$ cat src/rtl/grayscaler.sv
// Streams R,G,B bytes from a memory read port, converts each pixel to 8-bit
// luma and hands it downstream with a valid/ready handshake, one frame per enable.
module grayscaler #(
   parameter int N = 450,
   parameter int M = 450
) (
   input  logic       clk,
   input  logic       rst,
   input  logic       gray_enable,
   input  logic [7:0] rwm_data,
   input  logic       rwm_valid,
   output logic       pause,
   output logic [7:0] gray_data,
   output logic       gray_valid,
   input  logic       gray_ready,
   output logic       gray_done
);

   localparam int unsigned PIXELS = N * M;
   localparam int CW = $clog2(PIXELS + 1);
   localparam logic [CW-1:0] LAST_PIX = CW'(PIXELS - 1);

   typedef enum logic [2:0] {
      IDLE,
      CAPTURE,
      COMPUTE,
      OUTPUT,
      DONE
   } state_t;

   state_t        state_q, state_d;
   logic [1:0]    byteIdx_q, byteIdx_d;
   logic [CW-1:0] pixCnt_q, pixCnt_d;
   logic [7:0]    r_q, r_d;
   logic [7:0]    g_q, g_d;
   logic [7:0]    b_q, b_d;
   logic [7:0]    grayData_q, grayData_d;
   logic          grayValid_q, grayValid_d;
   logic          pause_q, pause_d;
   logic          grayDone_q, grayDone_d;
   logic [15:0]   weighted;
   logic          abort;

   // Weights sum to 256, so the rounded sum tops out at 65408 and fits 16 bits.
   assign weighted = 16'd77  * {8'h00, r_q}
                   + 16'd150 * {8'h00, g_q}
                   + 16'd29  * {8'h00, b_q}
                   + 16'd128;

   assign abort = !gray_enable &&
                  ((state_q == CAPTURE) || (state_q == COMPUTE) || (state_q == OUTPUT));

   always_comb begin
      state_d     = state_q;
      byteIdx_d   = byteIdx_q;
      pixCnt_d    = pixCnt_q;
      r_d         = r_q;
      g_d         = g_q;
      b_d         = b_q;
      grayData_d  = grayData_q;
      grayValid_d = grayValid_q;
      pause_d     = pause_q;
      grayDone_d  = 1'b0;

      if (abort) begin
         state_d     = IDLE;
         byteIdx_d   = 2'd0;
         pixCnt_d    = '0;
         grayData_d  = 8'h00;
         grayValid_d = 1'b0;
         pause_d     = 1'b0;
      end else begin
         case (state_q)
            IDLE: begin
               if (gray_enable) begin
                  state_d   = CAPTURE;
                  byteIdx_d = 2'd0;
                  pixCnt_d  = '0;
               end
            end
            CAPTURE: begin
               if (rwm_valid && !pause_q) begin
                  case (byteIdx_q)
                     2'd0:    r_d = rwm_data;
                     2'd1:    g_d = rwm_data;
                     default: b_d = rwm_data;
                  endcase
                  if (byteIdx_q == 2'd2) begin
                     byteIdx_d = 2'd0;
                     state_d   = COMPUTE;
                     pause_d   = 1'b1;
                  end else begin
                     byteIdx_d = byteIdx_q + 2'd1;
                  end
               end
            end
            COMPUTE: begin
               grayData_d  = weighted[15:8];
               grayValid_d = 1'b1;
               state_d     = OUTPUT;
            end
            OUTPUT: begin
               if (gray_ready) begin
                  grayValid_d = 1'b0;
                  pause_d     = 1'b0;
                  pixCnt_d    = pixCnt_q + 1'b1;
                  if (pixCnt_q == LAST_PIX) begin
                     state_d    = DONE;
                     grayDone_d = 1'b1;
                  end else begin
                     state_d = CAPTURE;
                  end
               end
            end
            DONE: begin
               state_d  = IDLE;
               pixCnt_d = '0;
            end
            default: state_d = IDLE;
         endcase
      end
   end

   always_ff @(posedge clk) begin
      if (rst) begin
         state_q     <= IDLE;
         byteIdx_q   <= 2'd0;
         pixCnt_q    <= '0;
         r_q         <= 8'h00;
         g_q         <= 8'h00;
         b_q         <= 8'h00;
         grayData_q  <= 8'h00;
         grayValid_q <= 1'b0;
         pause_q     <= 1'b0;
         grayDone_q  <= 1'b0;
      end else begin
         state_q     <= state_d;
         byteIdx_q   <= byteIdx_d;
         pixCnt_q    <= pixCnt_d;
         r_q         <= r_d;
         g_q         <= g_d;
         b_q         <= b_d;
         grayData_q  <= grayData_d;
         grayValid_q <= grayValid_d;
         pause_q     <= pause_d;
         grayDone_q  <= grayDone_d;
      end
   end

   assign pause      = pause_q;
   assign gray_data  = grayData_q;
   assign gray_valid = grayValid_q;
   assign gray_done  = grayDone_q;

endmodule

$ cat config.mk
export PLATFORM = sky130hd
export DESIGN_NAME = grayscaler
export DESIGN_NICKNAME = d
export VERILOG_FILES = /design/src/rtl/grayscaler.sv
export SDC_FILE = /design/constraint.sdc
export NUM_CORES = 1
export LEC_CHECK = 0
export CORE_AREA = 2 2 104 106
export DETAILED_ROUTE_END_ITERATION = 8
export DIE_AREA = 0 0 106 108
export MAX_ROUTING_LAYER = met4
export PLACE_DENSITY = 0.82
export SYNTH_ARGS = -nofsm -noshare
export SYNTH_HDL_FRONTEND = slang
export SYNTH_SLANG_ARGS = --single-unit
$ cat constraint.sdc
create_clock -name clk -period 5.9 [get_ports clk]
set_clock_uncertainty 0.05 [all_clocks]
set_input_delay 1.77 -clock clk [delete_from_list [all_inputs] [get_ports clk]]
set_output_delay 1.77 -clock clk [all_outputs]
set_load 0.1 [all_outputs]
==> results of run 1 <==
## placed cells by master (no fill, tap or decap), drive strengths merged, types with 4 or more instances in the layout
master | Yosys | final
inv | 107 | 108
ha | 98 | 98
nor2 | 66 | 66
dfxtp | 58 | 58
fa | 55 | 55
buf | 7 | 43
nand2 | 34 | 34
mux2i | 25 | 25
clkdlybuf4s50 | 0 | 23
a21oi | 21 | 21
xor2 | 18 | 18
xnor2 | 14 | 14
o21ai | 12 | 12
nor3 | 10 | 10
nor2b | 10 | 10
clkbuf | 6 | 9
nand3 | 8 | 8
a21o | 7 | 7
and3 | 7 | 7
nor3b | 5 | 5
or2 | 4 | 4
nand4 | 4 | 4
## critical path, cell delays in order, from the launching register on
cell and delay (ns):
dfxtp_4 0.36, ha_4 0.25, ha_4 0.26, inv_2 0.03
fa_1 0.46, fa_1 0.53, inv_2 0.05, ha_4 0.27
o21a_1 0.12, nor2_2 0.05, xnor2_2 0.13, ha_1 0.31
inv_1 0.08, fa_1 0.44, fa_1 0.52, inv_1 0.06
fa_1 0.52, ha_4 0.21, ha_4 0.28, nand3_2 0.08
a21o_1 0.20, o21ai_4 0.20, o21ai_1 0.08, a311o_1 0.33
xor2_1 0.16, a211oi_2 0.18
## layer usage
| metal | vias up | routed length [microns] | GRT usage [%] | share of wire [%] |
|---|---|---|---|---|
| li1 | 2129 | - | - | - |
| met1 | 2120 | 5510 | 28.5 | 41 |
| met2 | 97 | 6880 | 44.5 | 52 |
| met3 | 38 | 516 | 4.34 | 3.9 |
| met4 | 0 | 425 | 10.4 | 3.2 |
| met5 | - | 0 | - | 0 |
## repair_timing
action	4_1_cts	5_1_grt
endpoints found under the setup margin	7	7
pin swaps	15	12
hold buffers	0	0
gates cloned	0	0
gates resized for setup	11	18
setup buffers	4	3
## through the flow
stage	util (%)	worst slack [ns]
finish	67.7	-0.401
global route	67.7	-0.576
CTS	66.6	-0.371
floorplan	-	-0.0242
global placement	63.7	-0.146
detailed placement	63.7	-0.389
## final timing paths
| path | from | to | slack [ns] | cells past startpoint |
|---|---|---|---|---|
| worst max register to register | g_q[6] | gray_data[7] | -0.40 | 25 |
| worst max-delay path | g_q[6] | gray_data[7] | -0.40 | 25 |
| worst min-delay path | gray_data[1] | gray_data[1] | 0.41 | 2 |
| worst min register to register | gray_data[1] | gray_data[1] | 0.41 | 2 |
## cells by family after synthesis
kind of cell	after synthesis	share of synthesized area, %
AOI/OAI and AO/OA	65	8.53
xor gates and xnor gates	32	5.01
adders and majority gates	153	40.5
buffers and inverters	120	8.23
DFF	58	20.2
muxes	25	4.35
and+or+nand+nor	162	13.2
## cell type report
type	instances	area [sq um]
fillers	742	3300
multi-input cells	437	4400
clock buffers	9	124
inverters	107	402
repair buffers	66	553
flip-flops and latches	58	1180
clock inverters	7	101
well taps	136	170
## registers in the layout, summed over array words and instances (netlist names)
register and count:
pixCnt_q 18, b_q 8, g_q 8, gray_data 8, r_q 8, state_q 3
byteIdx_q 2, gray_done 1, gray_valid 1, pause 1
## power breakdown
part	switching [mW]	internal (mW)
registers	0.00670	0.393
logic	0.0578	0.0424
clock network	0.189	0.240
==> results.yml, run 1 <==
layout:
  final_area_sq_um: 6930
  finalNonFillerCells: 820
  n_antenna_cell: 0
  final_nets: 845
  syn2layout_area_growth_pct: 20.6
  drive_above_1_share_pct: 17.5
timing:
  fin_tns_setup_ns: -1.81
  period_share_pct: 107
  fin_ws_ns: -0.401
  maxSlewViolCount: 0
  hold_slack_ns: 0.409
  hold_viol: 0
  tightest_slew_ns: 1.18
  slew_headroom_pct: 20.8
  rsz0062_at_grt: "true"
  fin_crit_ns: 6.30
  setup_viol: 6
  timing.fmax_mhz: 159
global_route:
  grt_pass1_wl_mm: 21.8
  grt_pass1_vias: 4710
  grt_max_degree: 28
  antenna_found_initial: 0
  grt_overflow: 0
  grt_usage_pct: 25.2
placement:
  placed_cell_area_sq_um: 6520
  port_buffers: 23
  gp_congestion: 0.848
  dp_cells: 797
  dpl.hpwl_mm: 10.2
die:
  die_width_microns: 106
  initial_core_util_pct: 56.2
  boundaryPins: 24
  die_h_microns: 108
  core_area_sq_um: 10200
  die_area_sq_um: 11400
  rows: 37
run:
  cap_violations: 0
logic_synthesis:
  yosysMostFrequentCell: "inv_1"
  netlist_instances: 615
  seq_area_frac_synth_pct: 20.2
  synth_area_leaders: "ha_1 (21%), dfxtp_1 (20%), fa_1 (19%)"
  ys_types: 54
  netlist_area_sq_um: 5750
  synthFlopType: "dfxtp_1"
  ys_ff_latch: 58
  synthArstFlopShare_pct: 0
  yosysTopAreaCell: "ha_1"
  synth_common_cells: "inv_1 (107), ha_1 (98), nor2_1 (66)"
  syn_avg_cell_area_sq_um: 9.35
  synth_nets: 781
  yosysTopAreaCellShare_pct: 21.3
  yosys_warnings: 0
  synth_edf_count: 0
hold_path:
  hold_class: "reg -> reg"
setup_path:
  worstSetupPathType: "reg -> reg"
  worstPathRequired_ns: 6.12
  crit_arrival_ns: 6.53
  start_kind: "flip-flop"
  crit_fanout: 4
  crit_path_end_kind: "flip-flop"
power:
  cellLeakagePower_nw: 3.44
  power_density_nw_per_um2: 134
  finalPower_mw: 0.930
  peakVddDrop_v: 0.000165
cts:
  clock-sinks: 58
  h-tree-depth: 3
  cts_tree: "done"
  cts_buffer_depth: 2
  clk_latency_ns: 0.36
  numCtsBuffers: 9
  root_buffer: "clkbuf_8"
  path_clk_slew_ns: 0.08
drt:
  wl_per_cell_microns: 16.3
  drc_errors: 0
  ant_nets: 0
  vias: 4384
  dr.pass1.iters: 4
  drt_iter0_markers: 173
  vias_per_cell: 5.35
  routed_wl_mm: 13.3
status:
  status: "finished, violations left"
  violations: "negative setup slack"
(Power assumes the default switching activity.)
==> run 2, diff against run 1 <==
- SLEW_MARGIN: unset -> 10
==> results of run 2 <==
The final DEF is identical to that of run 1; final timing and power are the same.
==> run 3, diff against run 2 <==
- SLEW_MARGIN: 10 -> 20
==> run 3 against run 2 <==
  * The flow still finishes with violations (negative setup slack)
  * Final cell count is the same
  * Maximum frequency is essentially flat
  * Cell area barely moved
==> results.yml, run 3 (synthesized netlist as in run 1, its figures left out) <==
status:
  status: "finished, violations left"
  violations: "negative setup slack"
placement:
  port_buffers: 23
  dpl_worst_slack_ns: -0.389
  dpl.hpwl_mm: 10.2
  gp_congestion: 0.848
die:
  rows: 37
  initial_core_util_pct: 56.2
  die_area_sq_um: 11400
  boundaryPins: 24
  die_width_microns: 106
  die_h_microns: 108
  core_area_sq_um: 10200
setup_path:
  cp-startpoint: "g_q[6]"
  r2r_slack_ns: -0.40
  rr_startpoint: "g_q[6]"
  crit_path_end_kind: "flip-flop"
  crit_fanout: 4
  crit_arrival_ns: 6.52
  start_kind: "flip-flop"
  worstSetupPathType: "reg -> reg"
  worstPathRequired_ns: 6.12
  reg2reg_to: "gray_data[7]"
  rr_worst_depth: 25
cts:
  h-tree-depth: 3
  clock-sinks: 58
  cts_buffer_depth: 2
  clk_latency_ns: 0.36
  root_buffer: "clkbuf_8"
  path_clk_slew_ns: 0.08
  numCtsBuffers: 9
  cts_tree: "done"
timing:
  tightest_slew_ns: 0.975
  period_share_pct: 107
  fin_tns_setup_ns: -1.81
  setup_viol: 6
  timing.fmax_mhz: 159
  hold_viol: 0
  fin_ws_ns: -0.401
  hold_slack_ns: 0.409
  rsz0062_at_grt: "true"
  slew_headroom_pct: 34.8
  fin_crit_ns: 6.30
  maxSlewViolCount: 0
run:
  cap_violations: 0
drt:
  drt_iter0_markers: 156
  routed_wl_mm: 13.3
  vias: 4402
  wl_per_cell_microns: 16.2
  drc_errors: 0
  dr.pass1.iters: 4
  vias_per_cell: 5.37
  ant_nets: 0
power:
  cellLeakagePower_nw: 3.44
  finalPower_mw: 0.929
  peakVddDrop_v: 0.000165
  power_density_nw_per_um2: 134
global_route:
  grt_pass1_wl_mm: 21.8
  grt_usage_pct: 25.2
  antenna_found_initial: 0
  grt_max_degree: 28
  grt_overflow: 0
  grt_pass1_vias: 4710
layout:
  nFillCells: 742
  drive_above_1_share_pct: 17.7
  n_antenna_cell: 0
  layout_commonest_cell: "inv_1"
  final_nets: 845
  regMostFlops: "pixCnt_q"
  mostFrequentLayoutCells: "inv_1 (103), ha_1 (79), nor2_1 (65)"
  syn2layout_area_growth_pct: 20.5
  largest_reg_flops: 18
hold_path:
  hold_class: "reg -> reg"
  whs_path_depth: 2
  hold_start: "gray_data[1]"
  worstHoldEndpoint: "gray_data[1]"
==> run 3: worst max-delay path, stage by stage, from the launching register on <==
cell and delay (ns):
dfxtp_4 0.36, ha_4 0.25, ha_4 0.26, inv_2 0.03, fa_1 0.46, fa_1 0.53, inv_2 0.05, ha_4 0.27
o21a_1 0.12, nor2_2 0.05, xnor2_2 0.13, ha_1 0.31, inv_1 0.07, fa_1 0.44, fa_1 0.52, inv_1 0.06
fa_1 0.52, ha_4 0.21, ha_4 0.28, nand3_2 0.08, a21o_1 0.20, o21ai_4 0.20, o21ai_1 0.08, a311o_1 0.33
xor2_1 0.16, a211oi_2 0.18
==> run 3: per-layer routing <==
metal  vias up  share of wire, %  wire length (microns)  global-route usage (%)
li1       2128                 -                      -                       -
met1      2125                41                   5450                    28.5
met2       104                51                   6840                    44.5
met3        45               4.0                    532                    4.34
met4         0               3.6                    473                    10.4
met5         -                 0                      0                       -
==> run 3: repair_timing <==
item                                    CTS  global route
pin swaps                                15            12
hold buffers                              0             0
setup buffers                             4             3
endpoints found under the hold margin     0             0
gates resized for setup                  11            18
endpoints found under the setup margin    7             7
==> run 3: layout make-up <==
type | instances | area (sq um) | area share [%]
Clock buffer | 9 | 124 | 1.79
Clock inverter | 7 | 101 | 1.46
Inverter | 107 | 402 | 5.80
Multi-Input combinational cell | 437 | 4400 | 63.6
Sequential cell | 58 | 1180 | 17.0
Tap cell | 136 | 170 | 2.46
Timing Repair Buffer | 66 | 548 | 7.91
==> run 3: where the power goes <==
part	total, mW	internal [mW]	switching, mW	leakage [nW]
sequential	0.400	0.393	0.00663	0.471
clock	0.429	0.240	0.189	0.106
combinational	0.0999	0.0421	0.0578	2.87
==> run 3: worst max path at each step <==
stage,cells after the start,slack [ns],endpoint
2_1_floorplan,27,-0.02,gray_data[7]
3_3_place_gp,23,-0.15,gray_data[7]
3_5_place_dp,25,-0.39,gray_data[7]
4_1_cts,25,-0.37,gray_data[7]
5_1_grt,26,-0.58,gray_data[5]
6_report,25,-0.40,gray_data[7]
==> run 3: metrics by stage <==
step | cells | area [sq um] | util [%]
3_3_place_gp | 797 | 6520 | 63.7
3_5_place_dp | 797 | 6520 | 63.7
2_1_floorplan | 615 | 5920 | -
4_1_cts | 817 | 6810 | 66.6
6_report | 820 | 6930 | 67.7
5_1_grt | 820 | 6930 | 67.7
